## src/rtl/press_classifier.sv

```systemverilog
// -----------------------------------------------------------------------------
// press_classifier
//
// Turns the conditioned button stream (debounced level plus press/release
// pulses, 2 kHz clock) into game commands: short press, double press, long
// press and auto-repeat while a long press is held. Every command output is a
// registered, single-cycle pulse, and at most one of them is high in any cycle.
//
// Ports
//   i_Clk          2 kHz system clock, rising edge
//   i_Rst_n        asynchronous active-low reset
//   i_ButtonDeb    debounced button level, 0 = pressed
//   i_ButtonDown   one-cycle pulse on press
//   i_ButtonUp     one-cycle pulse on release
//   o_ShortPress   single short press confirmed
//   o_DoublePress  double press confirmed
//   o_LongPress    hold reached LONG_TICKS
//   o_Repeat       every REPEAT_TICKS while held after a long press
//   o_Busy         high whenever a gesture is in progress (state not IDLE)
// -----------------------------------------------------------------------------
module press_classifier #(
    parameter int CNT_W        = 12,
    parameter int MIN_TICKS    = 40,
    parameter int DOUBLE_TICKS = 500,
    parameter int LONG_TICKS   = 2000,
    parameter int REPEAT_TICKS = 400
) (
    input  logic i_Clk,
    input  logic i_Rst_n,
    input  logic i_ButtonDeb,
    input  logic i_ButtonDown,
    input  logic i_ButtonUp,
    output logic o_ShortPress,
    output logic o_DoublePress,
    output logic o_LongPress,
    output logic o_Repeat,
    output logic o_Busy
);

    typedef enum logic [2:0] {
        IDLE,
        PRESS1,
        GAP,
        PRESS2,
        HELD,
        WAIT_REL
    } stateT;

    localparam logic [CNT_W-1:0] CNT_MAX     = '1;
    localparam logic [CNT_W-1:0] MIN_C       = CNT_W'(MIN_TICKS);
    localparam logic [CNT_W-1:0] DOUBLE_C    = CNT_W'(DOUBLE_TICKS);
    localparam logic [CNT_W-1:0] DOUBLE_LAST = CNT_W'(DOUBLE_TICKS - 1);
    localparam logic [CNT_W-1:0] LONG_LAST   = CNT_W'(LONG_TICKS - 1);
    localparam logic [CNT_W-1:0] REPEAT_LAST = CNT_W'(REPEAT_TICKS - 1);

    stateT            state;
    logic [CNT_W-1:0] count;
    logic             debPrev;

    logic downEv;
    logic upEv;
    logic missedRel;

    // Down and Up together cannot come from a sane upstream; both are dropped.
    assign downEv = i_ButtonDown & ~i_ButtonUp;
    assign upEv   = i_ButtonUp & ~i_ButtonDown;

    // Level released for two cycles in a row with no Up pulse: the release
    // pulse was lost upstream, so treat the button as released anyway.
    assign missedRel = i_ButtonDeb & debPrev & ~i_ButtonUp;

    // Within each state the edge tests come before the timeout tests, so an
    // edge arriving on the timeout cycle always takes precedence.
    // NOTE: every register here is assigned with <= so all of them update
    // together from the same pre-edge values; a blocking = would let later
    // statements see half-updated state.
    always_ff @(posedge i_Clk or negedge i_Rst_n) begin
        if (!i_Rst_n) begin
            state         <= IDLE;
            count         <= '0;
            debPrev       <= 1'b1;
            o_ShortPress  <= 1'b0;
            o_DoublePress <= 1'b0;
            o_LongPress   <= 1'b0;
            o_Repeat      <= 1'b0;
            o_Busy        <= 1'b0;
        end else begin
            debPrev       <= i_ButtonDeb;
            o_ShortPress  <= 1'b0;
            o_DoublePress <= 1'b0;
            o_LongPress   <= 1'b0;
            o_Repeat      <= 1'b0;

            // Saturating tick counter; any transition below overrides it with 0.
            if (count != CNT_MAX) begin
                count <= count + CNT_W'(1);
            end

            case (state)
                IDLE: begin
                    if (downEv) begin
                        state  <= PRESS1;
                        count  <= '0;
                        o_Busy <= 1'b1;
                    end
                end

                PRESS1: begin
                    if (upEv || missedRel) begin
                        count <= '0;
                        if (count < MIN_C) begin
                            state  <= IDLE;    // too short: glitch, no command
                            o_Busy <= 1'b0;
                        end else begin
                            state <= GAP;
                        end
                    end else if (count == LONG_LAST) begin
                        state       <= HELD;
                        count       <= '0;
                        o_LongPress <= 1'b1;
                    end
                end

                GAP: begin
                    if (downEv && (count < DOUBLE_C)) begin
                        state <= PRESS2;
                        count <= '0;
                    end else if (count == DOUBLE_LAST) begin
                        state        <= IDLE;
                        count        <= '0;
                        o_Busy       <= 1'b0;
                        o_ShortPress <= 1'b1;
                    end
                end

                PRESS2: begin
                    if (upEv) begin
                        state         <= IDLE;
                        count         <= '0;
                        o_Busy        <= 1'b0;
                        o_DoublePress <= 1'b1;
                    end else if (missedRel) begin
                        state  <= IDLE;
                        count  <= '0;
                        o_Busy <= 1'b0;
                    end else if (count == LONG_LAST) begin
                        // Report the double now; the rest of the hold is ignored.
                        state         <= WAIT_REL;
                        count         <= '0;
                        o_DoublePress <= 1'b1;
                    end
                end

                HELD: begin
                    if (upEv || missedRel) begin
                        state  <= IDLE;
                        count  <= '0;
                        o_Busy <= 1'b0;
                    end else if (count == REPEAT_LAST) begin
                        count    <= '0;
                        o_Repeat <= 1'b1;
                    end
                end

                WAIT_REL: begin
                    if (upEv || missedRel) begin
                        state  <= IDLE;
                        count  <= '0;
                        o_Busy <= 1'b0;
                    end
                end

                default: begin
                    state  <= IDLE;
                    count  <= '0;
                    o_Busy <= 1'b0;
                end
            endcase
        end
    end

endmodule

```

## config.mk

```make
export PLATFORM = sky130hd
export DESIGN_NAME = press_classifier
export DESIGN_NICKNAME = d
export VERILOG_FILES = /design/src/rtl/press_classifier.sv
export SDC_FILE = /design/constraint.sdc
export NUM_CORES = 1
export LEC_CHECK = 0
export BUFFER_PORTS_ARGS = -buffer_cell sky130_fd_sc_hd__buf_2
export CORE_MARGIN = 2
export CORE_UTILIZATION = 50
export DETAILED_ROUTE_END_ITERATION = 10
export GPL_TIMING_DRIVEN = 0
export PLACE_DENSITY_LB_ADDON = 0.25
export SYNTH_ARGS = -nofsm -noshare
export SYNTH_HDL_FRONTEND = slang
export SYNTH_SLANG_ARGS = --single-unit
```

## constraint.sdc

```tcl
create_clock -name i_Clk -period 5.51 [get_ports i_Clk]
set_input_delay 1.102 -clock i_Clk [delete_from_list [all_inputs] [get_ports i_Clk]]
set_output_delay 1.102 -clock i_Clk [all_outputs]
set_load 0.02 [all_outputs]
```

======== Word level (Yosys, flattened, before mapping) ========
Index checks and enable logic that the tools add are counted.
word-level totals
  output and inout bits ................... 5
  bits in registers ....................... 21
cells by class
  add/sub/neg operators ................... 1
  $lt $le $gt $ge ......................... 2
  bitwise gates (word level) .............. 6
  reduce and logical (&&, ||, !) cells .... 6
  multiplexer cells ....................... 44
  eq/ne operators ......................... 19
operators by type and width
  kind                                                                            count
  12-bit 2-to-1 mux                                                               11
  12-bit case mux with 6 select lines                                             1
  3-bit 2-to-1 mux                                                                9
  12-bit by 9-bit equality test with 1-bit output (second input constant)         2
  1-bit 2-to-1 mux                                                                20
  3-bit case mux with 5 select lines                                              1
  12-bit by 1-bit adder with 12-bit output (second input constant)                1
  12-bit by 11-bit equality test with 1-bit output (second input constant)        1
  12-bit by 6-bit less-than comparator with 1-bit output (second input constant)  1
  12-bit by 9-bit less-than comparator with 1-bit output (second input constant)  1
  12-bit != test (second input constant)                                          1
  2-bit != test (second input constant)                                           5
  3-bit != test (second input constant)                                           3
  7-bit AND reduction                                                             1
  3-bit by 2-bit equality test with 1-bit output (second input constant)          2
  3-bit equality test (second input constant)                                     2
  1-bit case mux with 5 select lines                                              1
  5-bit AND reduction                                                             1
  1-bit AND                                                                       4
  4-bit != test (second input constant)                                           1
  3-bit by 1-bit equality test with 1-bit output (second input constant)          1
  3-bit logical NOT                                                               1
  2-bit 2-to-1 mux                                                                1
  2-bit by 1-bit != test with 1-bit output (second input constant)                1
  other kinds (4)                                                                 5

======== Logic depth before layout (Yosys ltp) ========
  depth in word-level cells ............... 6
  gate-level depth with buffers ........... 7
  mapped depth without buffers ............ 6

======== Worst setup path before layout ========
No wires, ideal clock.
  path kind ............................... input -> register
  start ................................... in i_ButtonDeb
  end ..................................... reg count[10]
  arrival time ............................ 2.068 ns
  slack ................................... 3.300 ns
  required time ........................... 5.367 ns
  path buffers ............................ 1
  stages .................................. 6
  cells stage by stage .................... nand2_1 > o21ai_0 > nor3_2 > nor4_4 > buf_6 > a211oi_2
between the ends
  longest elaborated chain between the ends .. 5
  elaborated cells between the ends (all ways) .. 9
  those cells by class .................... mux: 6; bitwise: 2; reduce/logical: 1
ends and longest elaborated chain
  item                                                   RTL line  text
  start, declared                                        30        input logic i_ButtonDeb,
  1-bit AND (*) (2 in a row)                             70        assign missedRel = i_ButtonDeb & debPrev & ~i_ButtonUp;
  12-bit 2-to-1 mux or 1-bit logical OR (tied branches)  --
  12-bit 2-to-1 mux (on tied branches)                   --
  12-bit case mux with 6 select lines (*)                99        case (state)
  end signal, assigned                                   96        count <= count + CNT_W'(1);
  end, declared                                          57        logic [CNT_W-1:0] count;
Every way passes the cells marked *; elsewhere a longest branch is shown, timed or not.
A chain may end at the register's enable or synchronous reset.

======== Worst setup path after layout ========
  start ................................... reg count[0]
  end ..................................... reg count[10]
between the ends
  longest elaborated chain between the ends .. 6
  elaborated cells between the ends (all ways) .. 19
  those cells by class .................... add/sub: 1; order compare: 1; eq/ne: 4; mux: 12; reduce/logical: 1
ends and longest elaborated chain
  item                                                                        RTL line  text
  12-bit by 1-bit adder with 12-bit output or 12-bit != test (tied branches)  96, 95
  12-bit 2-to-1 mux                                                           95        if (count != CNT_MAX) begin
  12-bit 2-to-1 mux                                                           117, 146
  12-bit 2-to-1 mux                                                           142       end else if (missedRel) begin
  12-bit 2-to-1 mux                                                           137       if (upEv) begin
  12-bit case mux with 6 select lines (*)                                     99
Marked as above.

==> results.json <==
{
  "row_count": 18,
  "drc": 0,
  "cts_setup_buffers": 0,
  "min_period_over_period_pct": 40.1,
  "cap_violations": 0,
  "drtIter0Drc": 19,
  "hold_buffers": 0,
  "seqCellArea_um2": 527,
  "tns_ns": 0,
  "setup_slack_ns": 3.30,
  "yosys.cell_types.count": 42,
  "route.met2.wl_um": 1040,
  "post_cts_resized": 0,
  "vias": 972,
  "yosysWarnings": 0,
  "finalMaxSlewViolations": 0,
  "layout_common_cells": "20 x dfrtp_1, 14 x nor2_1, 11 x nand2_1",
  "root_buffer": "clkbuf_4",
  "reg2reg_slack_ns": 3.30,
  "min_from": "count[1]",
  "finish.utilization_pct": 56.4,
  "met1Wirelength_um": 1170,
  "grt_setup_unrepaired": "no",
  "cts_buffers": 3,
  "final_common_cell": "dfrtp_1",
  "min_to": "count[1]",
  "reg2reg_from": "count[0]",
  "ios": 10,
  "placedInstanceArea_um2": 1360,
  "clk_latency_ns": 0.31,
  "track_usage_pct": 19.1,
  "die_area_um2": 2970,
  "vias_per_cell": 5.59,
  "p_per_area_nw_per_um2": 248,
  "clk_pin_slew_ns": 0.11,
  "outcome": "completed",
  "die_h_um": 54.5,
  "gp_congestion": 0.752,
  "ys_seq_elements": 21,
  "p_leak_nw": 0.574,
  "grt_pass1_wl_um": 4020,
  "drtPass1Iterations": 4,
  "required_ns": 5.68,
  "n_antenna_cell": 0,
  "clock_path_buffers": 2,
  "wirelength_um": 2310,
  "rr_endpoint": "count[10]",
  "die_w_um": 54.5,
  "io_buffers": 9,
  "reg2reg_depth": 7,
  "wl_met3_um": 58,
  "antenna_found_initial": 0,
  "cp-end-kind": "flip-flop",
  "avgSynthCellArea_um2": 9.72,
  "numClockSinks": 21,
  "hpwl_um": 1740,
  "relSlewSlack_pct": 68.5,
  "syn_to_final_growth_pct": 8.64,
  "netlist_instances": 131,
  "drive_above_1_share_pct": 24.3,
  "final_cell_area_um2": 1380,
  "syn_area_um2": 1270,
  "start_kind": "flip-flop",
  "holdCritPathClass": "flip-flop to flip-flop",
  "setup_viol": 0,
  "first_global_vias": 903,
  "tightest_slew_ns": 0.468,
  "vdd_drop_max_uv": 195,
  "fmax_mhz": 453,
  "layout_min_cycle_time_ns": 2.21,
  "hold_depth": 2,
  "final_nets": 151,
  "h-tree-depth": 1,
  "grt_max_degree": 22,
  "wl_per_cell_um": 13.3,
  "drtAntennaViolNets": 0,
  "initial_core_util_pct": 51.9,
  "crit_type": "flip-flop to flip-flop",
  "core_area_um2": 2450,
  "grt_overflow": 0,
  "hold_viol": 0,
  "syn-num-nets": 137,
  "n_fill_cell": 217,
  "multi_input_area_um2": 706,
  "critPathArrivalTime_ns": 2.38,
  "top_layer_used": "met4",
  "finalClockSkew_ns": 0.00852,
  "cts_tree": "built",
  "crit_path_max_fanout": 10,
  "yosysSeqAreaShare_pct": 41.4,
  "dpl_worst_slack_ns": 3.02
}
[layout make-up]
type	instances	share of cell area, %
Buffer	4	2.17
Clock buffer	3	1.63
Clock inverter	1	0.362
Inverter	3	0.814
Multi-Input combinational cell	103	51.0
Sequential cell	21	38.1
Tap cell	30	2.71
Timing Repair Buffer	9	3.25
[worst max-delay path by stage]
stage / start / end / cells after the start
floorplan: i_ButtonDeb / count[10] / 6
global placement: i_ButtonDeb / count[10] / 7
detailed placement: i_ButtonDeb / count[10] / 7
CTS: count[0] / count[10] / 7
global route: count[0] / count[10] / 7
finish: count[0] / count[10] / 7
[cells in the mapped netlist, drive strengths merged]
cell type | n | area share [%]
or4 | 1 | 0.59
o21ai | 5 | 2.0
nand3 | 6 | 3.3
ha | 1 | 0.98
nand2b | 4 | 2.0
o31ai | 1 | 0.59
and2b | 1 | 0.59
o211ai | 1 | 0.59
nor2b | 4 | 2.0
a22oi | 1 | 0.59
a31oi | 2 | 0.98
o2111ai | 2 | 1.4
a31o | 1 | 0.69
nor4 | 5 | 6.5
mux2i | 2 | 1.6
dfstp | 1 | 2.1
clkbuf | 1 | 0.29
buf | 3 | 2.1
o22ai | 1 | 0.49
and3 | 1 | 0.49
nor3 | 10 | 4.3
a211oi | 4 | 3.1
xnor2 | 5 | 3.4
nand4 | 3 | 1.5
xor2 | 1 | 0.69
inv | 3 | 0.88
o21a | 2 | 1.2
or3 | 1 | 0.49
nand2 | 11 | 3.2
nand3b | 1 | 0.59
dfrtp | 20 | 39
a21oi | 2 | 0.79
nor3b | 1 | 0.59
nand4bb | 1 | 2.2
nor2 | 22 | 8.1
[per-stage QoR]
stage | hold slack (ns) | std cells | power, mW
after floorplan | 0.528 | 131 | 0.253
after global placement | 0.565 | 170 | 0.269
after detailed placement | 0.588 | 170 | 0.273
after CTS | 0.617 | 174 | 0.347
after global routing | 0.648 | 174 | 0.363
final | 0.610 | 174 | 0.343
[cell families (layout without fill, tap and decap cells)]
family          after synthesis  after routing  synth area share (%)
compound gates               22             22                  12.4
xor+xnor                      6              6                  4.13
fa+ha+maj                     1              1                 0.982
buf+inv                       7             20                  3.24
flops                        21             21                  41.4
mux                           2              2                  1.57
simple gates                 72             72                  36.3
[layer usage]
layer / track usage (%) / vias to the layer above
met5: 0 / -
met4: 9.17 / 0
met3: 2.46 / 5
met2: 28.1 / 15
met1: 27.6 / 454
li1: - / 498
[critical path, cell delays in order (launching register included)]
cell and delay (ns):
dfrtp_1 0.42, ha_1 0.27, nand3_4 0.17, nor4_4 0.44
nor3_2 0.13, nor4_4 0.38, buf_6 0.22, a211oi_2 0.05
[state kept, by name, indices dropped and copies added, names as in the netlist]
signal	cells
o_Busy	1
count	12
o_ShortPress	1
state	3
debPrev	1
o_DoublePress	1
o_Repeat	1
o_LongPress	1
[power breakdown]
group	switching [mW]	leakage [nW]	internal [mW]	total, mW
combinational	0.0524	0.276	0.0382	0.0906
clock	0.0468	0.0177	0.0271	0.0740
sequential	0.0114	0.280	0.167	0.178
No activity file was read; power rests on OpenSTA's default activity.
